## config.mk

```make
export PLATFORM = sky130hd
export DESIGN_NAME = cpu_step_ctrl_flat
export DESIGN_NICKNAME = d
export VERILOG_FILES = /design/src/rtl/cpu_step_ctrl_if.sv /design/src/rtl/cpu_step_ctrl.sv /design/src/flat_wrapper.sv
export SDC_FILE = /design/constraint.sdc
export NUM_CORES = 1
export LEC_CHECK = 0
export BUFFER_PORTS_ARGS = -buffer_cell sky130_fd_sc_hd__buf_4
export CELL_PAD_IN_SITES_DETAIL_PLACEMENT = 0
export CELL_PAD_IN_SITES_GLOBAL_PLACEMENT = 2
export CORE_ASPECT_RATIO = 1.2
export CORE_MARGIN = 1.5
export CORE_UTILIZATION = 32
export DETAILED_ROUTE_END_ITERATION = 8
export PLACE_DENSITY = 0.82
export SETUP_SLACK_MARGIN = 0.05
export SLEW_MARGIN = 10
export SYNTH_ARGS = -nofsm -noshare
export SYNTH_HDL_FRONTEND = slang
export SYNTH_SLANG_ARGS = --single-unit
```

## constraint.sdc

```tcl
create_clock -name clk -period 1.9 [get_ports clk]
set_input_delay 0.38 -clock clk [delete_from_list [all_inputs] [get_ports clk]]
set_output_delay 0.38 -clock clk [all_outputs]
set_load 0.005 [all_outputs]
```

## src/rtl/cpu_step_ctrl_if.sv

```systemverilog
// Board-side signal bundle for the CPU step controller: raw key and mode switch in,
// clock-enable pulse and status out. master = board/stimulus side, slave = controller.
interface cpu_step_ctrl_if;
    logic        key_n;
    logic        run_sel;
    logic        cpu_en;
    logic        key_level;
    logic        mode_run;
    logic [15:0] step_count;

    modport master (
        output key_n,
        output run_sel,
        input  cpu_en,
        input  key_level,
        input  mode_run,
        input  step_count
    );

    modport slave (
        input  key_n,
        input  run_sel,
        output cpu_en,
        output key_level,
        output mode_run,
        output step_count
    );
endinterface

```

## src/rtl/cpu_step_ctrl.sv

```systemverilog
// CPU clock-enable source: debounced single-step from a push-button or periodic free-run.
// Optional pulse counter on step_count is built only when CPU_STEP_CTRL_STEP_COUNT_EN is defined.
module cpu_step_ctrl #(
    parameter int DEBOUNCE_CYCLES = 500_000,
    parameter int RUN_DIV         = 1_000_000
) (
    input  logic           clk,
    input  logic           reset,
    cpu_step_ctrl_if.slave bus
);

    localparam int CNT_W = (DEBOUNCE_CYCLES > 1) ? $clog2(DEBOUNCE_CYCLES) : 1;
    localparam int DIV_W = (RUN_DIV > 1) ? $clog2(RUN_DIV) : 1;
    localparam logic [CNT_W-1:0] CNT_MAX = CNT_W'(DEBOUNCE_CYCLES - 1);
    localparam logic [DIV_W-1:0] DIV_MAX = DIV_W'(RUN_DIV - 1);

    logic             key_meta;
    logic             key_sync;
    logic             run_meta;
    logic             mode_run_q;
    logic [CNT_W-1:0] cnt;
    logic [CNT_W-1:0] cnt_nxt;
    logic             key_level_q;
    logic             level_nxt;
    logic             key_level_d;
    logic [DIV_W-1:0] div;
    logic [DIV_W-1:0] div_nxt;
    logic             cpu_en_q;
    logic             en_nxt;

    always_comb begin
        cnt_nxt   = cnt;
        level_nxt = key_level_q;
        div_nxt   = div;
        en_nxt    = 1'b0;

        // Any sample agreeing with the stable level restarts the debounce window.
        if (key_sync == key_level_q) begin
            cnt_nxt = '0;
        end else if (cnt < CNT_MAX) begin
            cnt_nxt = cnt + CNT_W'(1);
        end else begin
            level_nxt = key_sync;
            cnt_nxt   = '0;
        end

        if (!mode_run_q || div == DIV_MAX) begin
            div_nxt = '0;
        end else begin
            div_nxt = div + DIV_W'(1);
        end

        // Source follows the registered mode, so an edge landing as run drops is kept.
        if (mode_run_q) begin
            en_nxt = (div == DIV_MAX);
        end else begin
            en_nxt = key_level_q & ~key_level_d;
        end
    end

    always_ff @(posedge clk) begin
        if (reset) begin
            key_meta    <= 1'b0;
            key_sync    <= 1'b0;
            run_meta    <= 1'b0;
            mode_run_q  <= 1'b0;
            cnt         <= '0;
            key_level_q <= 1'b0;
            key_level_d <= 1'b0;
            div         <= '0;
            cpu_en_q    <= 1'b0;
        end else begin
            key_meta    <= ~bus.key_n;
            key_sync    <= key_meta;
            run_meta    <= bus.run_sel;
            mode_run_q  <= run_meta;
            cnt         <= cnt_nxt;
            key_level_q <= level_nxt;
            key_level_d <= key_level_q;
            div         <= div_nxt;
            cpu_en_q    <= en_nxt;
        end
    end

    assign bus.cpu_en    = cpu_en_q;
    assign bus.key_level = key_level_q;
    assign bus.mode_run  = mode_run_q;

`ifdef CPU_STEP_CTRL_STEP_COUNT_EN
    logic [15:0] step_cnt;

    always_ff @(posedge clk) begin
        if (reset) begin
            step_cnt <= 16'h0000;
        end else if (cpu_en_q) begin
            step_cnt <= step_cnt + 16'h0001;
        end
    end

    assign bus.step_count = step_cnt;
`else
    assign bus.step_count = 16'h0000;
`endif

endmodule

```

## src/flat_wrapper.sv

```systemverilog
// flat-port wrapper written by rule: the top's interface ports become plain ports
module cpu_step_ctrl_flat 
#(
    parameter int DEBOUNCE_CYCLES = 500_000,
    parameter int RUN_DIV         = 1_000_000
)
  (clk, reset, bus_key_n, bus_run_sel, bus_cpu_en, bus_key_level, bus_mode_run, bus_step_count);
  cpu_step_ctrl_if bus_i ();
  input  logic clk;
  input  logic reset;
  input wire logic [$bits(bus_i.key_n)-1:0] bus_key_n;
  input wire logic [$bits(bus_i.run_sel)-1:0] bus_run_sel;
  output wire logic [$bits(bus_i.cpu_en)-1:0] bus_cpu_en;
  output wire logic [$bits(bus_i.key_level)-1:0] bus_key_level;
  output wire logic [$bits(bus_i.mode_run)-1:0] bus_mode_run;
  output wire logic [$bits(bus_i.step_count)-1:0] bus_step_count;
  assign bus_i.key_n = bus_key_n;
  assign bus_i.run_sel = bus_run_sel;
  assign bus_cpu_en = bus_i.cpu_en;
  assign bus_key_level = bus_i.key_level;
  assign bus_mode_run = bus_i.mode_run;
  assign bus_step_count = bus_i.step_count;
  cpu_step_ctrl #(.DEBOUNCE_CYCLES(DEBOUNCE_CYCLES), .RUN_DIV(RUN_DIV)) u_core (.clk(clk), .reset(reset), .bus(bus_i));
endmodule
```

=== After elaboration in Yosys (flattened, before gate mapping) ===
Cells that the tools add are included.

* Add/sub/neg operators: 2
* Reductions and logical operators: 5
* Bitwise operators: 5
* Order comparisons: 1
* Equality and inequality tests: 2
* Multiplexer cells: 1

{| class="wikitable"
|+ Operators by type and width
! operator !! number
|-
| 20-bit by 1-bit adder with 20-bit output, second input constant || 1
|-
| 20-bit == test, second input constant || 1
|-
| 19-bit by 1-bit adder with 19-bit output, second input constant || 1
|-
| 19-bit < comparator, second input constant || 1
|-
| 1-bit inverter || 4
|-
| 3-bit OR reduction || 1
|-
| 2-bit AND reduction || 1
|-
| 2-bit OR reduction || 1
|-
| 1-bit bitwise AND || 1
|-
| 1-bit == test || 1
|-
| 1-bit zero test || 1
|-
| 1-bit logical OR || 1
|-
| 1-bit 2-to-1 mux || 1
|}

* Word-level logic and storage cells: 25
* Register bits: 46
* Input bits: 4

=== Logic depth before layout (Yosys ltp) ===
Gate-level depths: netlist of run 1.

* Depth after elaboration: 3
* Mapped depth: 6
* Depth with buffers taken out: 5

=== Worst setup path before layout of run 1 ===
No wires, ideal clock.

* Kind: register to register
* From: register u_core.div[0]
* To: register u_core.div[18]
* Cell stages (with the launch flop): 7
* Buffers on the path: 1
* Setup slack: 0.093 ns
* Data required time: 1.830 ns
* Period minus slack after synthesis: 1.807 ns
* Arrival time: 1.737 ns
* Cells stage by stage: dfxtp_1 -> ha_1 -> nand2_1 -> or3_1 -> clkbuf_1 -> or4_1 -> a21oi_1

* Longest elaborated chain between the ends: 3

{| class="wikitable"
|+ Ends and longest elaborated chain
! element !! line !! source
|-
| start, declared || cpu_step_ctrl.sv:26 || <nowiki>logic [DIV_W-1:0] div;</nowiki>
|-
| start signal, assigned || cpu_step_ctrl.sv:80 || <nowiki>div <= div_nxt;</nowiki>
|-
| branches (longest 3 deep; another with 20-bit by 1-bit adder with 20-bit output) || - ||
|}

Parallel ways; which one is timed is not known.
A chain may end at the register's enable or synchronous reset.

=== Worst setup path in the final report of run 1 ===
* From: register u_core.cnt[3]
* To: register u_core.cnt[17]

* Longest elaborated chain between the ends: 3

{| class="wikitable"
|+ Ends and longest elaborated chain
! element !! line !! source
|-
| start, declared || cpu_step_ctrl.sv:21 || <nowiki>logic [CNT_W-1:0] cnt;</nowiki>
|-
| start signal, assigned || cpu_step_ctrl.sv:77 || <nowiki>cnt <= cnt_nxt;</nowiki>
|-
| 19-bit < comparator || cpu_step_ctrl.sv:40 || <nowiki>end else if (cnt < CNT_MAX) begin</nowiki>
|-
| 1-bit inverter (no source line) || - ||
|-
| 3-bit OR reduction (no source line) || - ||
|}

Several ways; a longest one is shown, not always the timed one.

==> impl_metrics.json, run 1 <==
{
  "ys_seq_elements": 46,
  "grt_util_all_layers": 0.125,
  "critPathRequiredTime_ns": 2.13,
  "fmax_mhz": 575,
  "skew_ns": 0.00734,
  "finalCritPeriodShare": 0.916,
  "finalSetupViolations": 0,
  "min_path_type": "primary input to register",
  "cts_buffers": 5,
  "switching_share": 0.212,
  "overflow": 0,
  "first_global_vias": 1649,
  "ys_seq_area_frac": 0.427,
  "cts_sinks": 46,
  "startpoint_type": "register",
  "synth_area_um2": 2150,
  "grt_max_degree": 21,
  "pin_count": 23,
  "diodes": 0,
  "outcome": "completed",
  "via_count": 1662,
  "stdcell_count": 353,
  "cts_tree": "done",
  "rsz0062_at_grt": "no",
  "top_usage_layer": "met2",
  "fin_crit_ns": 1.74,
  "die_w_um": 77.9,
  "antenna_found_initial": 0,
  "use_met3": 0.0266,
  "drc_errors": 0,
  "drtIter0Drc": 61,
  "dpl.hpwl_um": 2950,
  "path_class": "register to register",
  "seqPwrFrac": 0.558,
  "postSynthCellCount": 242,
  "cts_root_buf": "clkbuf_8",
  "gp_congestion": 0.812,
  "yosysWarningCount": 0,
  "slew_viol_final": 0,
  "grt_use_met2": 0.222,
  "vias_per_cell": 4.71,
  "hold_viol": 0,
  "finalNetCount": 273,
  "synth.avg_cell_area_um2": 8.90,
  "core_area_um2": 6490,
  "die-area_um2": 7240,
  "ant_nets": 0,
  "first_pass_iters": 4,
  "power_switching_mw": 0.369,
  "drv_cap": 0,
  "power_frac_clock": 0.424,
  "area.growth.synth_to_final_pct": 16.8,
  "critPathArrivalTime_ns": 1.97,
  "setup_tns_ns": 0,
  "grt_pass1_wl_um": 7190,
  "finalWirelength_um": 4070,
  "io_buffers": 6,
  "p_leak_nw": 0.796,
  "cp-end-kind": "register",
  "post-place-cells": 344,
  "post-route-util": 0.388,
  "final_cell_mix": "43 x dfxtp_1, 25 x buf_4, 20 x xnor2_1, 19 x nor2_1, 17 x nor3_1",
  "clk_pin_slew_worst_paths_ns": 0.09,
  "drive_gt1_frac": 0.198,
  "powerDensity_nw_per_um2": 692,
  "total_power_mw": 1.74,
  "start_util": 0.332,
  "use_met1": 0.137,
  "combinationalPowerShare": 0.019,
  "crit_fanout": 4,
  "final_common_cell": "dfxtp_1",
  "synthArstFlopShare": 0,
  "ys.flop_type": "dfxtp_1",
  "power.internal_mw": 1.37,
  "clockBufferDepth": 2,
  "cts_hold_buf": 0,
  "ir_worst_vdd_mv": 0.351,
  "rows": 32,
  "chipHeight_um": 92.9,
  "synth_edf_count": 0,
  "routedWlPerCell_um": 11.5,
  "clock_latency_ns": 0.31,
  "ys_types": 38,
  "htree_num_levels": 2
}
## cell usage after synthesis (3+ instances only)
cell type	instances	area, µm²
a211oi_1	5	37.5
a21oi_1	7	35.0
and4_1	3	26.3
buf_4	18	135
clkbuf_1	3	11.3
dfxtp_1	46	921
inv_1	10	37.5
nand2_1	14	52.6
nand3_1	9	45.0
nand4_1	6	37.5
nor2_1	19	71.3
nor2b_1	5	31.3
nor3_1	18	90.1
nor4_1	8	50.1
o21ai_0	4	20.0
o31ai_1	5	37.5
or3_1	7	43.8
or4_1	7	52.6
xnor2_1	20	175
xor2_1	6	52.6
## critical path: stages, from the launching register on
cell,delay [ns]
dfxtp_1,0.40
nand4_2,0.14
or3_4,0.42
or4_1,0.47
a211oi_1,0.22
## area by class of cell
class	count	area, µm²
inverters	10	37.5
fillers	682	3970
clock inverters	3	45.0
repair buffers	26	208
flip-flops and latches	46	925
well taps	85	106
multi-input cells	178	1130
clock buffers	5	68.8
## registers in the layout (all words and copies together), names as in the netlist
signal                flops
u_core.bus.mode_run       1
u_core.key_sync           1
u_core.cnt               19
u_core.div               20
u_core.key_meta           1
u_core.run_meta           1
u_core.bus.key_level      1
u_core.bus.cpu_en         1
u_core.key_level_d        1
## final timing paths
check               endpoint  slack [ns]       startpoint  cells past startpoint
min          u_core.key_meta        0.21        bus_key_n                      2
min reg2reg  u_core.key_sync        0.45  u_core.key_meta                      1
max           u_core.cnt[17]        0.16    u_core.cnt[3]                      4
max reg2reg   u_core.cnt[17]        0.16    u_core.cnt[3]                      4
## power by group through the flow
| stage | clock [mW] | combinational (mW) | sequential [mW] |
|---|---|---|---|
| final | 0.738 | 0.0324 | 0.971 |
| after global routing | 0.797 | 0.0379 | 0.972 |
| after CTS | 0.766 | 0.0319 | 0.971 |
| after detailed placement | 0 | 0.0318 | 0.994 |
| after global placement | 0 | 0.0316 | 0.994 |
| after floorplan | 0 | 0.0426 | 0.994 |
## layer usage
| layer | vias up | routed length (µm) |
|---|---|---|
| met5 | - | 0 |
| li1 | 873 | - |
| met4 | 0 | 107 |
| met1 | 758 | 1780 |
| met3 | 8 | 95 |
| met2 | 23 | 2080 |
## timing repair
action	4_1_cts	5_1_grt
pin swaps	0	3
gates resized for setup	1	8
endpoints found under the setup margin	6	30
setup buffers	0	1
## through the flow
| step | cell area (µm²) | setup WS (ns) | hold slack [ns] |
|---|---|---|---|
| 2_1_floorplan | 2210 | 0.0930 | 0.414 |
| 3_3_place_gp | 2360 | 0.129 | 0.419 |
| 3_5_place_dp | 2360 | 0.0496 | 0.429 |
| 4_1_cts | 2480 | 0.102 | 0.197 |
| 5_1_grt | 2520 | 0.0594 | 0.210 |
| 6_report | 2520 | 0.159 | 0.207 |
## cells by family (layout without fill, tap and decap cells)
group           after synthesis  after routing  share of synthesized area
mux                           1              1                    0.00523
flops                        46             46                      0.427
xor+xnor                     26             26                      0.106
compound gates               24             24                     0.0726
fa+ha+maj                     2              2                     0.0116
simple gates                109            109                      0.286
buf+inv                      33             44                     0.0900
other cells                   1             16                    0.00174
No activity file was read; power rests on OpenSTA's default activity.
==> run 2, diff against run 1 <==
--- a/config.mk
+++ b/config.mk
@@ -5,16 +5,18 @@
 export SDC_FILE = /design/constraint.sdc
 export NUM_CORES = 1
 export LEC_CHECK = 0
+export ABC_AREA = 1
 export BUFFER_PORTS_ARGS = -buffer_cell sky130_fd_sc_hd__buf_4
 export CELL_PAD_IN_SITES_DETAIL_PLACEMENT = 0
 export CELL_PAD_IN_SITES_GLOBAL_PLACEMENT = 2
 export CORE_ASPECT_RATIO = 1.2
 export CORE_MARGIN = 1.5
-export CORE_UTILIZATION = 32
+export CORE_UTILIZATION = 30
 export DETAILED_ROUTE_END_ITERATION = 8
-export PLACE_DENSITY = 0.82
+export GPL_TIMING_DRIVEN = 0
+export PLACE_DENSITY = 0.83
 export SETUP_SLACK_MARGIN = 0.05
-export SLEW_MARGIN = 10
+export SLEW_MARGIN = 15
 export SYNTH_ARGS = -nofsm -noshare
 export SYNTH_HDL_FRONTEND = slang
 export SYNTH_SLANG_ARGS = --single-unit
==> run 2 against run 1 <==
  * Routed wire length grew 7.3%
  * Area after synthesis rose by 6.2%
  * Via count rose by 12%
  * Clock power shrank 18%
  * Global-route usage fell by 0.54 points
  * Critical endpoint is now u_core.div[11]
  * Fmax up 4.7%
  * Highest routed layer unchanged
  * Critical path depth up 3
  * Die area rose by 13%
  * Sequential share of layout area is 1.2 points lower
==> impl_metrics.json, run 2 <==
{
  "area.growth.synth_to_final_pct": 13.5,
  "clockBufferDepth": 2,
  "postSynthCellCount": 317,
  "cts_root_buf": "clkbuf_8",
  "fin_crit_ns": 1.66,
  "yosysMostFrequentCell": "nor2_1",
  "crit_fanout": 10,
  "finalNetCount": 351,
  "yosysWarningCount": 0,
  "setup_slack_ns": 0.237,
  "clock_latency_ns": 0.30,
  "drive_gt1_frac": 0.122,
  "cts_tree": "done",
  "final_cell_mix": "71 x nor2_1, 63 x nand2_1, 45 x dfxtp_1, 30 x inv_1",
  "top_regs": "u_core.div x20, u_core.cnt x19",
  "drv_cap": 0,
  "dpl.hpwl_um": 3330,
  "finalSetupViolations": 0,
  "die-area_um2": 8160,
  "ys_seq_area_frac": 0.403,
  "grt_util_all_layers": 0.120,
  "path_class": "register to register",
  "pin_count": 23,
  "synthTopCellsByArea": "dfxtp_1 40%, nor2_1 12%, nand2_1 10%, xor2_1 6.5%, buf_4 5.3%",
  "hold_viol": 0,
  "cts_buffers": 5,
  "powerDensity_nw_per_um2": 631,
  "rsz0062_at_grt": "no",
  "synth_top_area_share": 0.403,
  "grt_pass1_wl_um": 7620,
  "htree_num_levels": 2,
  "critPathArrivalTime_ns": 1.86,
  "total_power_mw": 1.64,
  "synth.avg_cell_area_um2": 7.22,
  "grt_max_degree": 13,
  "path_cells": "ha_1 -> nand3_1 -> nor3_1 -> nand3_1 -> nand3_1 -> clkbuf_4 -> nor2_1",
  "slowest_stage": "dfxtp_2",
  "n_fill_cell": 813,
  "slowest_delay_ns": 0.38,
  "cts_setup_buffers": 0,
  "largest_reg_flops": 20,
  "cp-end-kind": "register",
  "finalCritPeriodShare": 0.875,
  "cts_resized": 0,
  "routedWlPerCell_um": 10.1,
  "first_global_vias": 1833,
  "core_area_um2": 7320,
  "ys_seq_elements": 46,
  "cts_sinks": 46,
  "cts_hold_buf": 0,
  "finalWirelength_um": 4360,
  "synthArstFlopShare": 0,
  "chipHeight_um": 98.7,
  "min_path_type": "primary input to register",
  "via_count": 1862,
  "clk_pin_slew_worst_paths_ns": 0.08,
  "die_w_um": 82.7,
  "ir_worst_vdd_mv": 0.255,
  "setup_tns_ns": 0,
  "start_util": 0.313,
  "skew_ns": 0.00457,
  "ys_types": 24,
  "registers.top_by_ff_count": "u_core.div",
  "p_leak_nw": 0.973,
  "rows": 34,
  "yosysTopAreaCell": "dfxtp_1",
  "diodes": 0,
  "critPathRequiredTime_ns": 2.09,
  "drc_errors": 0,
  "synth_edf_count": 0,
  "ys.flop_type": "dfxtp_1",
  "antenna_found_initial": 0,
  "ant_nets": 0,
  "synth_common_cells": "71 x nor2_1, 63 x nand2_1, 46 x dfxtp_1",
  "overflow": 0,
  "outcome": "completed",
  "fmax_mhz": 601,
  "first_pass_iters": 4,
  "final_common_cell": "nor2_1",
  "drtIter0Drc": 48,
  "synth_area_um2": 2290,
  "slew_viol_final": 0,
  "vias_per_cell": 4.29,
  "gp_congestion": 0.742,
  "place_ws_ns": 0.143,
  "io_buffers": 6,
  "startpoint_type": "register",
  "cp_common_cell": "nand3_1"
}
[run 2: changes by cell type in the layout (fill, tap and decap cells not counted), sizes merged, moves of 7 or more]
cell	change
nand3	+11
nor2	+53
nor3	-9
or3	-9
or4	-7
xor2	+11
inv	+20
nor4	-8
nand2	+50
xnor2	-14
[run 2: layout make-up]
| cell class | count | area [µm²] | area share |
|---|---|---|---|
| Multi-Input combinational cell | 236 | 1160 | 0.448 |
| Sequential cell | 46 | 922 | 0.355 |
| Buffer | 20 | 158 | 0.0607 |
| Inverter | 30 | 113 | 0.0434 |
| Tap cell | 90 | 113 | 0.0434 |
| Clock buffer | 6 | 82.6 | 0.0318 |
| Timing Repair Buffer | 6 | 45.0 | 0.0173 |
[run 2: worst paths after layout]
path | start | to | slack, ns | cells past startpoint
setup / recovery | u_core.div[0] | u_core.div[11] | 0.24 | 7
hold / removal | bus_key_n | u_core.key_meta | 0.22 | 2
setup reg to reg | u_core.div[0] | u_core.div[11] | 0.24 | 7
hold reg to reg | u_core.run_meta | u_core.bus.mode_run | 0.41 | 2
[run 2: metrics by stage]
| stage | area (µm²) | std cells | util | hold WS, ns |
|---|---|---|---|---|
| final | 2600 | 434 | 0.355 | 0.223 |
| after global routing | 2600 | 434 | 0.355 | 0.209 |
| after CTS | 2580 | 434 | 0.353 | 0.211 |
| after detailed placement | 2500 | 428 | 0.342 | 0.396 |
| after global placement | 2500 | 428 | 0.342 | 0.391 |
| after floorplan | 2340 | 332 | - | 0.388 |
[run 2: per-layer routing]
metal | share of wire | wire [µm] | vias to the layer above | track usage
li1 | - | - | 1008 | -
met1 | 0.44 | 1900 | 833 | 0.130
met2 | 0.53 | 2310 | 16 | 0.226
met3 | 0.022 | 97 | 5 | 0.0250
met4 | 0.011 | 46 | 0 | 0.0346
met5 | 0 | 0 | - | 0
[run 2: power by group]
group | total, mW | leakage, nW | internal [mW] | switching, mW
Combinational | 0.0585 | 0.558 | 0.0323 | 0.0262
Sequential | 0.972 | 0.372 | 0.969 | 0.00358
Clock | 0.608 | 0.0431 | 0.282 | 0.327
[run 2: cells by family after synthesis]
logic type / Yosys count / synth area share
and+or+nand+nor: 179 / 0.344
buffers and inverters: 50 / 0.116
DFF: 46 / 0.403
xor gates and xnor gates: 23 / 0.0881
AOI/OAI and AO/OA: 16 / 0.0372
adders and majority gates: 2 / 0.0109
other: 1 / 0.00164
[run 2: worst max-delay path: cells and delay by family (launching register included)]
family / cells / cell delay, ns
buffers and inverters: 1 / 0.22
and+or+nand+nor: 5 / 0.76
adders and majority gates: 1 / 0.20
DFF: 1 / 0.38
